==> src/rtl/mjb_match.sv <==
// mjb_match: two-player MukJjiBba match engine; a GBB round picks the attacker, attack rounds score points.
// Optional collect-phase timeout is compiled in when MJB_TIMEOUT_EN is defined.
module mjb_match #(
  parameter int unsigned WIN_TARGET  = 3,
  parameter int unsigned SCORE_W     = 3,
  parameter int unsigned TIMEOUT_CYC = 15,
  parameter int unsigned TO_W        = 4
) (
  input  logic               ck,
  input  logic               reset,
  input  logic               start,
  input  logic               p1_valid,
  input  logic [1:0]         p1_hand,
  input  logic               p2_valid,
  input  logic [1:0]         p2_hand,
  output logic               p1_taken,
  output logic               p2_taken,
  output logic [2:0]         state,
  output logic               attacker,
  output logic [SCORE_W-1:0] p1_score,
  output logic [SCORE_W-1:0] p2_score,
  output logic               point_p1,
  output logic               point_p2,
  output logic               draw,
  output logic               timeout,
  output logic               match_done,
  output logic               winner
);

  typedef enum logic [2:0] {
    IDLE    = 3'd0,
    GBB     = 3'd1,
    GBB_RES = 3'd2,
    ATK     = 3'd3,
    ATK_RES = 3'd4,
    DONE    = 3'd5
  } state_t;

  localparam logic [1:0]         HAND_NONE = 2'b00;
  localparam logic [SCORE_W-1:0] SCORE_WIN = SCORE_W'(WIN_TARGET);

  state_t               st, st_n;
  logic [1:0]           h1, h2, h1_n, h2_n;
  logic                 t1_n, t2_n, att_n, win_n;
  logic                 pp1_n, pp2_n, draw_n;
  logic [SCORE_W-1:0]   s1_n, s2_n;

`ifdef MJB_TIMEOUT_EN
  localparam logic [TO_W-1:0] TO_LAST = TO_W'(TIMEOUT_CYC - 1);
  logic [TO_W-1:0] to_cnt, to_cnt_n;
  logic            to_n;
`endif

  // Hand that loses against h: rock beats scissors, scissors beats paper, paper beats rock.
  function automatic logic [1:0] loser_of(input logic [1:0] h);
    case (h)
      2'b01:   loser_of = 2'b10;
      2'b10:   loser_of = 2'b11;
      2'b11:   loser_of = 2'b01;
      default: loser_of = 2'b00;
    endcase
  endfunction

  function automatic logic p1_wins(input logic [1:0] a, input logic [1:0] b);
    p1_wins = (b == loser_of(a));
  endfunction

  // Next-state and next-register values.
  always_comb begin
    st_n   = st;
    t1_n   = p1_taken;
    t2_n   = p2_taken;
    h1_n   = h1;
    h2_n   = h2;
    att_n  = attacker;
    s1_n   = p1_score;
    s2_n   = p2_score;
    win_n  = winner;
    pp1_n  = 1'b0;
    pp2_n  = 1'b0;
    draw_n = 1'b0;
`ifdef MJB_TIMEOUT_EN
    to_cnt_n = '0;
    to_n     = 1'b0;
`endif
    case (st)
      IDLE, DONE: begin
        if (start) begin
          st_n  = GBB;
          s1_n  = '0;
          s2_n  = '0;
          att_n = 1'b0;
        end
      end
      GBB, ATK: begin
        if (p1_valid && (p1_hand != HAND_NONE) && !p1_taken) begin
          t1_n = 1'b1;
          h1_n = p1_hand;
        end
        if (p2_valid && (p2_hand != HAND_NONE) && !p2_taken) begin
          t2_n = 1'b1;
          h2_n = p2_hand;
        end
        if (t1_n && t2_n) begin
          st_n = (st == GBB) ? GBB_RES : ATK_RES;
        end
`ifdef MJB_TIMEOUT_EN
        // A lone taken hand wins by default: the absent hand is filled with one it beats.
        else if (to_cnt == TO_LAST) begin
          to_n = 1'b1;
          if (t1_n) begin
            h2_n = loser_of(h1_n);
            st_n = (st == GBB) ? GBB_RES : ATK_RES;
          end else if (t2_n) begin
            h1_n = loser_of(h2_n);
            st_n = (st == GBB) ? GBB_RES : ATK_RES;
          end
        end else begin
          to_cnt_n = to_cnt + TO_W'(1);
        end
`endif
      end
      GBB_RES: begin
        t1_n = 1'b0;
        t2_n = 1'b0;
        if (h1 == h2) begin
          draw_n = 1'b1;
          st_n   = GBB;
        end else begin
          att_n = ~p1_wins(h1, h2);
          st_n  = ATK;
        end
      end
      ATK_RES: begin
        t1_n = 1'b0;
        t2_n = 1'b0;
        if (h1 == h2) begin
          if (!attacker) begin
            s1_n  = p1_score + SCORE_W'(1);
            pp1_n = 1'b1;
            if (s1_n == SCORE_WIN) begin
              st_n  = DONE;
              win_n = 1'b0;
            end else begin
              st_n = GBB;
            end
          end else begin
            s2_n  = p2_score + SCORE_W'(1);
            pp2_n = 1'b1;
            if (s2_n == SCORE_WIN) begin
              st_n  = DONE;
              win_n = 1'b1;
            end else begin
              st_n = GBB;
            end
          end
        end else begin
          att_n = ~p1_wins(h1, h2);
          st_n  = ATK;
        end
      end
      default: st_n = IDLE;
    endcase
  end

  // State register.
  always_ff @(posedge ck) begin
    if (reset) begin
      st <= IDLE;
    end else begin
      st <= st_n;
    end
  end

  // Datapath registers.
  always_ff @(posedge ck) begin
    if (reset) begin
      p1_taken <= 1'b0;
      p2_taken <= 1'b0;
      h1       <= '0;
      h2       <= '0;
      attacker <= 1'b0;
      p1_score <= '0;
      p2_score <= '0;
      winner   <= 1'b0;
      point_p1 <= 1'b0;
      point_p2 <= 1'b0;
      draw     <= 1'b0;
    end else begin
      p1_taken <= t1_n;
      p2_taken <= t2_n;
      h1       <= h1_n;
      h2       <= h2_n;
      attacker <= att_n;
      p1_score <= s1_n;
      p2_score <= s2_n;
      winner   <= win_n;
      point_p1 <= pp1_n;
      point_p2 <= pp2_n;
      draw     <= draw_n;
    end
  end

`ifdef MJB_TIMEOUT_EN
  always_ff @(posedge ck) begin
    if (reset) begin
      to_cnt  <= '0;
      timeout <= 1'b0;
    end else begin
      to_cnt  <= to_cnt_n;
      timeout <= to_n;
    end
  end
`else
  logic unused_to_cfg;
  assign unused_to_cfg = ^TO_W'(TIMEOUT_CYC);
  assign timeout       = 1'b0;
`endif

  assign state      = 3'(st);
  assign match_done = (st == DONE);

endmodule

==> config.mk <==
export PLATFORM = sky130hd
export DESIGN_NAME = mjb_match
export DESIGN_NICKNAME = d
export VERILOG_FILES = /design/src/rtl/mjb_match.sv
export SDC_FILE = /design/constraint.sdc
export NUM_CORES = 1
export LEC_CHECK = 0
export CAP_MARGIN = 10
export CORE_ASPECT_RATIO = 0.6
export CORE_MARGIN = 5
export CORE_UTILIZATION = 53
export CTS_CLUSTER_SIZE = 12
export DETAILED_ROUTE_END_ITERATION = 7
export GPL_TIMING_DRIVEN = 0
export PLACE_DENSITY = 0.9
export SYNTH_ARGS = -nofsm -noshare
export SYNTH_HDL_FRONTEND = slang
export SYNTH_SLANG_ARGS = --single-unit
==> constraint.sdc <==
create_clock -name ck -period 2.6 [get_ports ck]
set_input_delay 0.52 -clock ck [delete_from_list [all_inputs] [get_ports ck]]
set_output_delay 0.52 -clock ck [all_outputs]
set_load 0.05 [all_outputs]
==> impl_metrics.yaml, run 1 <==
status:
  status: "complete, no violations"
synth:
  syn_inst: 142
  syn_nets: 157
  yosys_register_bits: 20
  syn_area_um2: 1169
  synth.avg_cell_area_um2: 8.230
  yosysSeqAreaShare_pct: 34.26
  synth.distinct_cells: 40
  yosys_warnings: 0
global_route:
  grt_max_degree: 12
  gr-usage-all-layers_pct: 17.86
  grt_pass1_wl_um: 4519
  grt_pass1_vias: 1007
  antenna_found_initial: 0
  grt.overflow.total: 0
worst_setup_path:
  cp.arrival_ps: 1680
  crit_start: "state[0]"
  path_cells: "buf_6 -> clkbuf_1 -> and2_1 -> dlymetal6s2s_1"
  cp_max_fo: 10
  worstPathRequired_ps: 2080
  crit_slowest_cell: "dlymetal6s2s_1"
  start_kind: "flip-flop"
  critPathKind: "reg2out"
  critPathMaxStageDelay_ps: 410
  cp-end-kind: "primary output"
  r2r_start: "attacker"
  crit_buf_inv: 3
  crit_family: "buffers and inverters"
sta:
  period_share_pct: 84.42
  fmax_mhz: 455.6
  relSlewSlack_pct: 62.51
  fin_skew_ps: 2.735
  hold_viol: 0
  rsz0062_at_grt: "no"
  finalSetupViolations: 0
  period_needed_ps: 2195
  finalSetupTns_ps: 0
  maxSlewViolCount: 0
  finalWorstSetupSlack_ps: 405.0
  worst_pin_slew_ps: 558.5
clock_network:
  clk_pin_slew_ps: 70
  cts_root_buf: "clkbuf_8"
  post_cts_buffers: 0
  cts_tree: "built"
  cts_sinks: 20
  cts.htree.levels: 1
  cts_buffers: 3
  cts_max_path_buffers: 2
  clk_latency_ps: 260
flow_run:
  maxCapViolCount: 0
floorplanning:
  ios: 27
  coreArea_um2: 2131
  die_y_um: 46.38
  dieArea_um2: 3275
  die_x_um: 70.62
  rows: 13
  start_util_pct: 54.84
drt:
  dr.pass1.iters: 4
  wl_per_cell_um: 13.99
  drt_wl_total_um: 2811
  drc_errors: 0
  drt_iter0_drc: 79
  vias: 1127
  route.met3.wl_um: 333
  dr_wl_met2_um: 1239
  m1WireLength_um: 1219
  vias_per_cell: 5.607
  highest_layer: "met4"
  ant_nets: 0
finish:
  final_util_pct: 71.05
  drive_above_1_share_pct: 5.263
  num_antenna_cells: 0
  area_growth_pct: 29.55
  fin_nets: 187
  fillers: 173
  final_cell_area_um2: 1514
power_and_ir_drop:
  power_density_nw_per_um2: 480.9
  vdd_ir_drop_max_uv: 370.2
  leakage_nw: 0.5820
place:
  hpwl_um: 2150
  place_congestion: 0.9344
  placed_area_um2: 1456
  numPortBuffers: 25
  preCtsSetupSlack_ps: 317.9
worst_hold_path:
  hold_start: "winner"
  min_path_type: "reg2reg"
==> placed cells by master, fill, tap and decap left out, drive strengths merged, types with 2 or more instances in the layout <==
| master | instances |
|---|---|
| o21ai | 7 |
| clkbuf | 8 |
| nor2 | 22 |
| nand2 | 7 |
| or4 | 2 |
| dfxtp | 20 |
| or4b | 2 |
| o2bb2ai | 2 |
| a21oi | 12 |
| nand2b | 4 |
| xnor2 | 5 |
| o21a | 2 |
| xor2 | 2 |
| mux2i | 7 |
| nor3b | 2 |
| clkdlybuf4s50 | 24 |
| a21o | 2 |
| ha | 6 |
| inv | 6 |
| o22ai | 2 |
| nor3 | 4 |
| or3 | 4 |
| buf | 3 |
| a22oi | 2 |
==> synth_stat cells (all sizes together) <==
cell / n / share of area, %
a22oi: 2 / 1.3
nor2b: 1 / 0.54
mux2: 1 / 0.96
nor4: 1 / 0.54
or3: 4 / 2.1
nor2: 22 / 7.1
conb: 1 / 0.32
o211ai: 1 / 0.64
ha: 6 / 6.4
clkbuf: 4 / 1.3
xnor2: 5 / 3.7
nand2b: 4 / 2.1
nand3: 1 / 0.43
o2bb2ai: 2 / 1.5
a21o: 2 / 1.3
or4: 2 / 1.3
nand4: 1 / 0.54
dfxtp: 20 / 34
a21oi: 12 / 5.1
nand2: 7 / 2.2
xor2: 2 / 1.5
nor3: 4 / 2.1
o21a: 2 / 1.3
a22o: 1 / 0.75
nor3b: 2 / 1.3
and2: 1 / 0.54
or4b: 2 / 2.0
nor4b: 1 / 0.75
inv: 6 / 1.9
and3: 1 / 0.54
nand4b: 1 / 0.75
o21ai: 7 / 3.0
o22ai: 2 / 1.1
mux2i: 7 / 6.0
buf: 3 / 1.9
a311oi: 1 / 0.75
==> flip-flops by register name, summed over array words and instances, names as in the netlist, 2 cells and up <==
signal / cells
state: 3
p2_score: 3
h2: 2
h1: 2
p1_score: 3
==> per-stage QoR <==
stage	power [mW]	hold WS (ps)	cells
2_1_floorplan	0.4461	524.5	142
4_1_cts	0.7338	481.8	201
5_1_grt	0.7640	512.4	201
3_5_place_dp	0.4955	471.0	197
3_3_place_gp	0.4901	464.4	197
6_report	0.7281	472.8	201
==> what timing repair did <==
item,in CTS,in global routing
gates resized for setup,0,1
setup endpoints to repair,0,1
hold buffers,0,0
==> logic make-up (layout without fill, tap and decap cells) <==
| logic type | after synthesis | after routing | synth area share, % |
|---|---|---|---|
| and+or+nand+nor | 55 | 55 | 24.95 |
| AOI/OAI and AO/OA | 32 | 32 | 16.70 |
| DFF | 20 | 20 | 34.26 |
| buffers and inverters | 13 | 42 | 5.139 |
| muxes | 8 | 8 | 6.959 |
| xor gates and xnor gates | 7 | 7 | 5.246 |
| adders and majority gates | 6 | 6 | 6.424 |
| other | 1 | 1 | 0.3209 |
==> routing by layer <==
metal / GRT usage [%] / up-vias
met2: 28.44 / 59
li1: - / 556
met1: 22.12 / 508
met5: 0 / -
met3: 7.625 / 4
met4: 5.993 / 0
==> where the power goes <==
part           switching [mW]  internal [mW]
sequential             0.0124          0.316
combinational          0.0984         0.0656
clock                   0.101          0.135
total                   0.212          0.516
==> worst reg2reg max path: stages (launching register included) <==
cell and delay (ps):
dfxtp_1 390, or4b_4 570, nor3_2 200, a311oi_1 140, or4_1 510, a21oi_1 150
==> final cells by class <==
class                           count  area [µm²]  area share (%)
Buffer                              7       37.54           2.479
Multi-Input combinational cell    109       708.2           46.78
Tap cell                           30       37.54           2.479
Timing Repair Buffer               25       252.7           16.69
Inverter                            6       22.52           1.488
Sequential cell                    20       400.4           26.45
Clock buffer                        4       55.05           3.636
==> path summary, 6_finish.rpt <==
| path | endpoint | slack (ps) | cells past startpoint |
|---|---|---|---|
| worst max-delay path | match_done | 400 | 4 |
| worst min-delay path | winner | 470 | 2 |
| worst max register to register | p1_score[2] | 560 | 5 |
| worst min register to register | winner | 470 | 2 |
Power figures use the tool's default switching activity.
==> run 2, diff against run 1 <==
- CORE_UTILIZATION: 53 -> 49
- PLACE_DENSITY: 0.9 -> 0.84
- clock period: 2.6 -> 2.26 ns (I/O delays scaled with it)
==> impl_metrics.yaml, run 2 (synthesis results as in run 1) <==
global_route:
  grt_max_degree: 12
  grt.overflow.total: 0
  gr-usage-all-layers_pct: 19.80
  grt_pass1_wl_um: 5175
  antenna_found_initial: 0
  grt_pass1_vias: 1095
clock_network:
  cts.htree.levels: 1
  clk_pin_slew_ps: 80
  cts_tree: "built"
  cts_sinks: 20
  cts_resized: 3
  clk_latency_ps: 260
  hold_buffers: 0
  post_cts_buffers: 0
  cts_max_path_buffers: 2
  cts_buffers: 3
  cts_root_buf: "clkbuf_8"
drt:
  vias: 1178
  drc_errors: 0
  drt_wl_total_um: 3146
  ant_nets: 0
  vias_per_cell: 5.861
  drt_iter0_drc: 123
  dr.pass1.iters: 4
  wl_per_cell_um: 15.65
sta:
  worst_pin_slew_ps: 549.6
  fin_skew_ps: 2.419
  finalSetupTns_ps: 0
  fmax_mhz: 467.2
  relSlewSlack_pct: 63.11
  finalWorstSetupSlack_ps: 119.8
  maxSlewViolCount: 0
  hold_viol: 0
  finalSetupViolations: 0
  hold_ws_ps: 475.1
  period_needed_ps: 2140
  rsz0062_at_grt: "no"
  period_share_pct: 94.70
worst_setup_path:
  crit_end: "match_done"
  start_kind: "flip-flop"
  r2r_start: "attacker"
  r2r_slack_ps: 220
  critPathKind: "reg2out"
  cp_max_fo: 10
  r2r-end: "p1_score[2]"
  rr_worst_depth: 5
  crit_start: "state[0]"
  cp-end-kind: "primary output"
  worstPathRequired_ps: 1810
  cp.arrival_ps: 1690
finish:
  final_util_pct: 68.38
  area_growth_pct: 29.44
  drive_above_1_share_pct: 5.848
  final_cell_mix: "clkdlybuf4s50_1 (24), nor2_1 (22), dfxtp_1 (20), a21oi_1 (12)"
  final_common_cell: "clkdlybuf4s50_1"
  num_antenna_cells: 0
  fin_nets: 187
power_and_ir_drop:
  power_density_nw_per_um2: 563.0
  leakage_nw: 0.5636
  vdd_ir_drop_max_uv: 400.8
  total_power_uw: 851.6
worst_hold_path:
  min_path_type: "reg2reg"
  whs_path_depth: 2
place:
  hpwl_um: 2358
  place_congestion: 0.9090
  numPortBuffers: 25
  preCtsSetupSlack_ps: 29.49
floorplanning:
  die_x_um: 73.05
  die_y_um: 47.83
  dieArea_um2: 3494
  start_util_pct: 52.83
  ios: 27
  coreArea_um2: 2212
  rows: 13
status:
  status: "complete, no violations"
flow_run:
  maxCapViolCount: 0
[run 2: cell types whose count changed in the layout (fill, tap and decap cells not counted), sizes merged]
cell,change
clkdlybuf4s15,+1
dlymetal6s2s,-1
[run 2: worst min path at each step]
stage | from | end | slack (ps)
after CTS | winner | winner | 480
after global placement | winner | winner | 470
after floorplan | h2[0] | h2[0] | 520
after global routing | winner | winner | 520
final | winner | winner | 480
after detailed placement | winner | winner | 470
[run 2: area by class of cell]
| type | instances | area (µm²) |
|---|---|---|
| multi-input combinational | 109 | 708.2 |
| tap | 30 | 37.54 |
| buffer | 7 | 37.54 |
| sequential | 20 | 400.4 |
| fill | 182 | 699.4 |
| clock buffer | 4 | 55.05 |
| inverter | 6 | 22.52 |
| timing repair buffer | 25 | 251.5 |
[run 2: worst max-delay path: stages (launching register included)]
cell	delay, ps
dfxtp_1	350
buf_6	140
clkbuf_1	350
and2_1	210
clkdlybuf4s15_2	370
[run 2: metal layers]
metal  global-route usage, %  routed length (µm)  share of wire [%]
met1                   26.07                1386                 44
met3                   5.451                 303                9.6
met2                   33.04                1407                 45
met5                       0                   0                  0
met4                   4.412                  48                1.5
[run 2: through the flow]
stage | instances | cell area [µm²]
2_1_floorplan | 142 | 1169
3_3_place_gp | 197 | 1456
3_5_place_dp | 197 | 1456
4_1_cts | 201 | 1513
5_1_grt | 201 | 1513
6_report | 201 | 1513
[run 2: power breakdown]
| group | total [mW] | internal, mW | switching, mW |
|---|---|---|---|
| clock | 0.280 | 0.155 | 0.124 |
| sequential | 0.378 | 0.363 | 0.0147 |
| combinational | 0.194 | 0.0755 | 0.119 |
| total | 0.852 | 0.594 | 0.258 |
==> run 3, diff against run 2 <==
- CORE_MARGIN: 5 -> unset
==> impl_metrics.yaml, run 3 (synthesis results as in run 1) <==
sta:
  worst_pin_slew_ps: 551.5
  finalSetupViolations: 0
  fmax_mhz: 478.4
  fin_skew_ps: 6.568
  relSlewSlack_pct: 62.98
  period_needed_ps: 2090
  maxSlewViolCount: 0
  period_share_pct: 92.50
  hold_viol: 0
  finalSetupTns_ps: 0
  rsz0062_at_grt: "no"
drt:
  vias: 1167
  drt_wl_total_um: 2962
  ant_nets: 0
  dr.pass1.iters: 4
  vias_per_cell: 5.806
  drt_iter0_drc: 45
  drc_errors: 0
  wl_per_cell_um: 14.74
finish:
  num_antenna_cells: 0
  fin_nets: 187
  final_cell_mix: "clkdlybuf4s50_1 (24), nor2_1 (22), dfxtp_1 (20), a21oi_1 (12)"
  final_common_cell: "clkdlybuf4s50_1"
  drive_above_1_share_pct: 5.848
  area_growth_pct: 30.30
  final_cells: 201
  fillers: 183
global_route:
  grt_pass1_wl_um: 4754
  antenna_found_initial: 0
  gr-usage-all-layers_pct: 25.20
  grt_max_degree: 13
  grt.overflow.total: 0
  grt_pass1_vias: 1065
worst_setup_path:
  critPathKind: "reg2reg"
  crit_slowest_cell: "or4b_4"
  critPathMaxStageDelay_ps: 580
  path_cells: "or4b_4 -> nor3_2 -> a311oi_1 -> or4_1 -> a21oi_1"
  crit_buf_inv: 0
  cp.arrival_ps: 2280
  worstPathRequired_ps: 2450
  crit_cells: 5
  cp_max_fo: 8
  cp-end-kind: "flip-flop"
  start_kind: "flip-flop"
  r2r_start: "attacker"
  crit_family: "simple AND/OR/NAND/NOR gates"
  r2r_slack_ps: 170
  rr_worst_depth: 5
  r2r-end: "p1_score[2]"
clock_network:
  cts_root_buf: "clkbuf_8"
  cts_buffers: 3
  clk_pin_slew_ps: 80
  cts_tree: "built"
  cts.htree.levels: 1
  cts_max_path_buffers: 2
  clk_latency_ps: 260
  hold_buffers: 0
  cts_sinks: 20
flow_run:
  maxCapViolCount: 0
power_and_ir_drop:
  leakage_nw: 0.5715
  power_density_nw_per_um2: 611.4
  vdd_ir_drop_max_uv: 428.5
floorplanning:
  die_y_um: 39.83
  rows: 13
  coreArea_um2: 2212
  dieArea_um2: 2591
  start_util_pct: 52.83
  ios: 27
  die_x_um: 65.05
place:
  hpwl_um: 2186
  place_congestion: 0.9137
  numPortBuffers: 25
  dp.cells: 197
worst_hold_path:
  whs_endpoint: "winner"
  whs_path_depth: 2
  min_path_type: "reg2reg"
  hold_start: "winner"
status:
  status: "complete, no violations"
## run 3: cell count changes in the layout (fill, tap and decap cells not counted)
cell	previous run	this run
clkbuf_2	0	1
bufinv_16	0	1
clkdlybuf4s15_2	1	0
clkbuf_8	4	3
## run 3: layout make-up
| cell class | instances | area, µm² | share of cell area [%] |
|---|---|---|---|
| sequential | 20 | 400.4 | 26.29 |
| clock buffer | 3 | 41.29 | 2.712 |
| clock inverter | 1 | 30.03 | 1.972 |
| multi-input combinational | 109 | 708.2 | 46.51 |
| inverter | 6 | 22.52 | 1.479 |
| timing repair buffer | 25 | 245.2 | 16.11 |
| buffer | 7 | 37.54 | 2.465 |
| tap | 30 | 37.54 | 2.465 |
## run 3: routing by layer
metal | share of wire [%] | up-vias | global-route usage (%) | wire (µm)
met4 | 2.0 | 0 | 10.87 | 58
met5 | 0 | - | 0 | 0
met1 | 45 | 533 | 30.65 | 1323
met2 | 43 | 68 | 42.19 | 1280
li1 | - | 558 | - | -
met3 | 10 | 8 | 7.558 | 300
## run 3: power breakdown
part	internal (mW)	switching [mW]	leakage (nW)
clock network	0.237	0.126	0.0357
logic	0.0753	0.114	0.374
registers	0.363	0.0150	0.162
## run 3: worst max-delay path by stage
stage,slack [ps],startpoint,endpoint
finish,170,attacker,p1_score[2]
floorplan,180,state[2],p2_score[2]
global placement,50,state[0],match_done
global route,100,attacker,p1_score[2]
CTS,20,state[0],match_done
detailed placement,30,state[0],match_done
## run 3: through the flow
step	cell area (µm²)	hold WS [ps]	setup slack, ps	utilization (%)	total power, mW
2_1_floorplan	1169	524.5	181.2	-	0.5132
3_3_place_gp	1456	465.5	46.18	65.84	0.5644
3_5_place_dp	1456	472.0	30.64	65.84	0.5712
4_1_cts	1528	492.6	23.37	69.06	0.9316
5_1_grt	1523	515.5	97.34	68.83	0.9634
6_report	1523	483.7	169.5	68.83	0.9310
## run 3: worst min-delay path, delay by kind of cell (launching register included)
kind,cells,cell delay (ps)
DFF,1,310
AOI/OAI and AO/OA,2,130
## run 3: timing repair
item	in CTS	in global routing
gates resized for setup	2	1
gates cloned	0	0
setup buffers	0	0
endpoints found under the setup margin	1	1
pin swaps	0	0
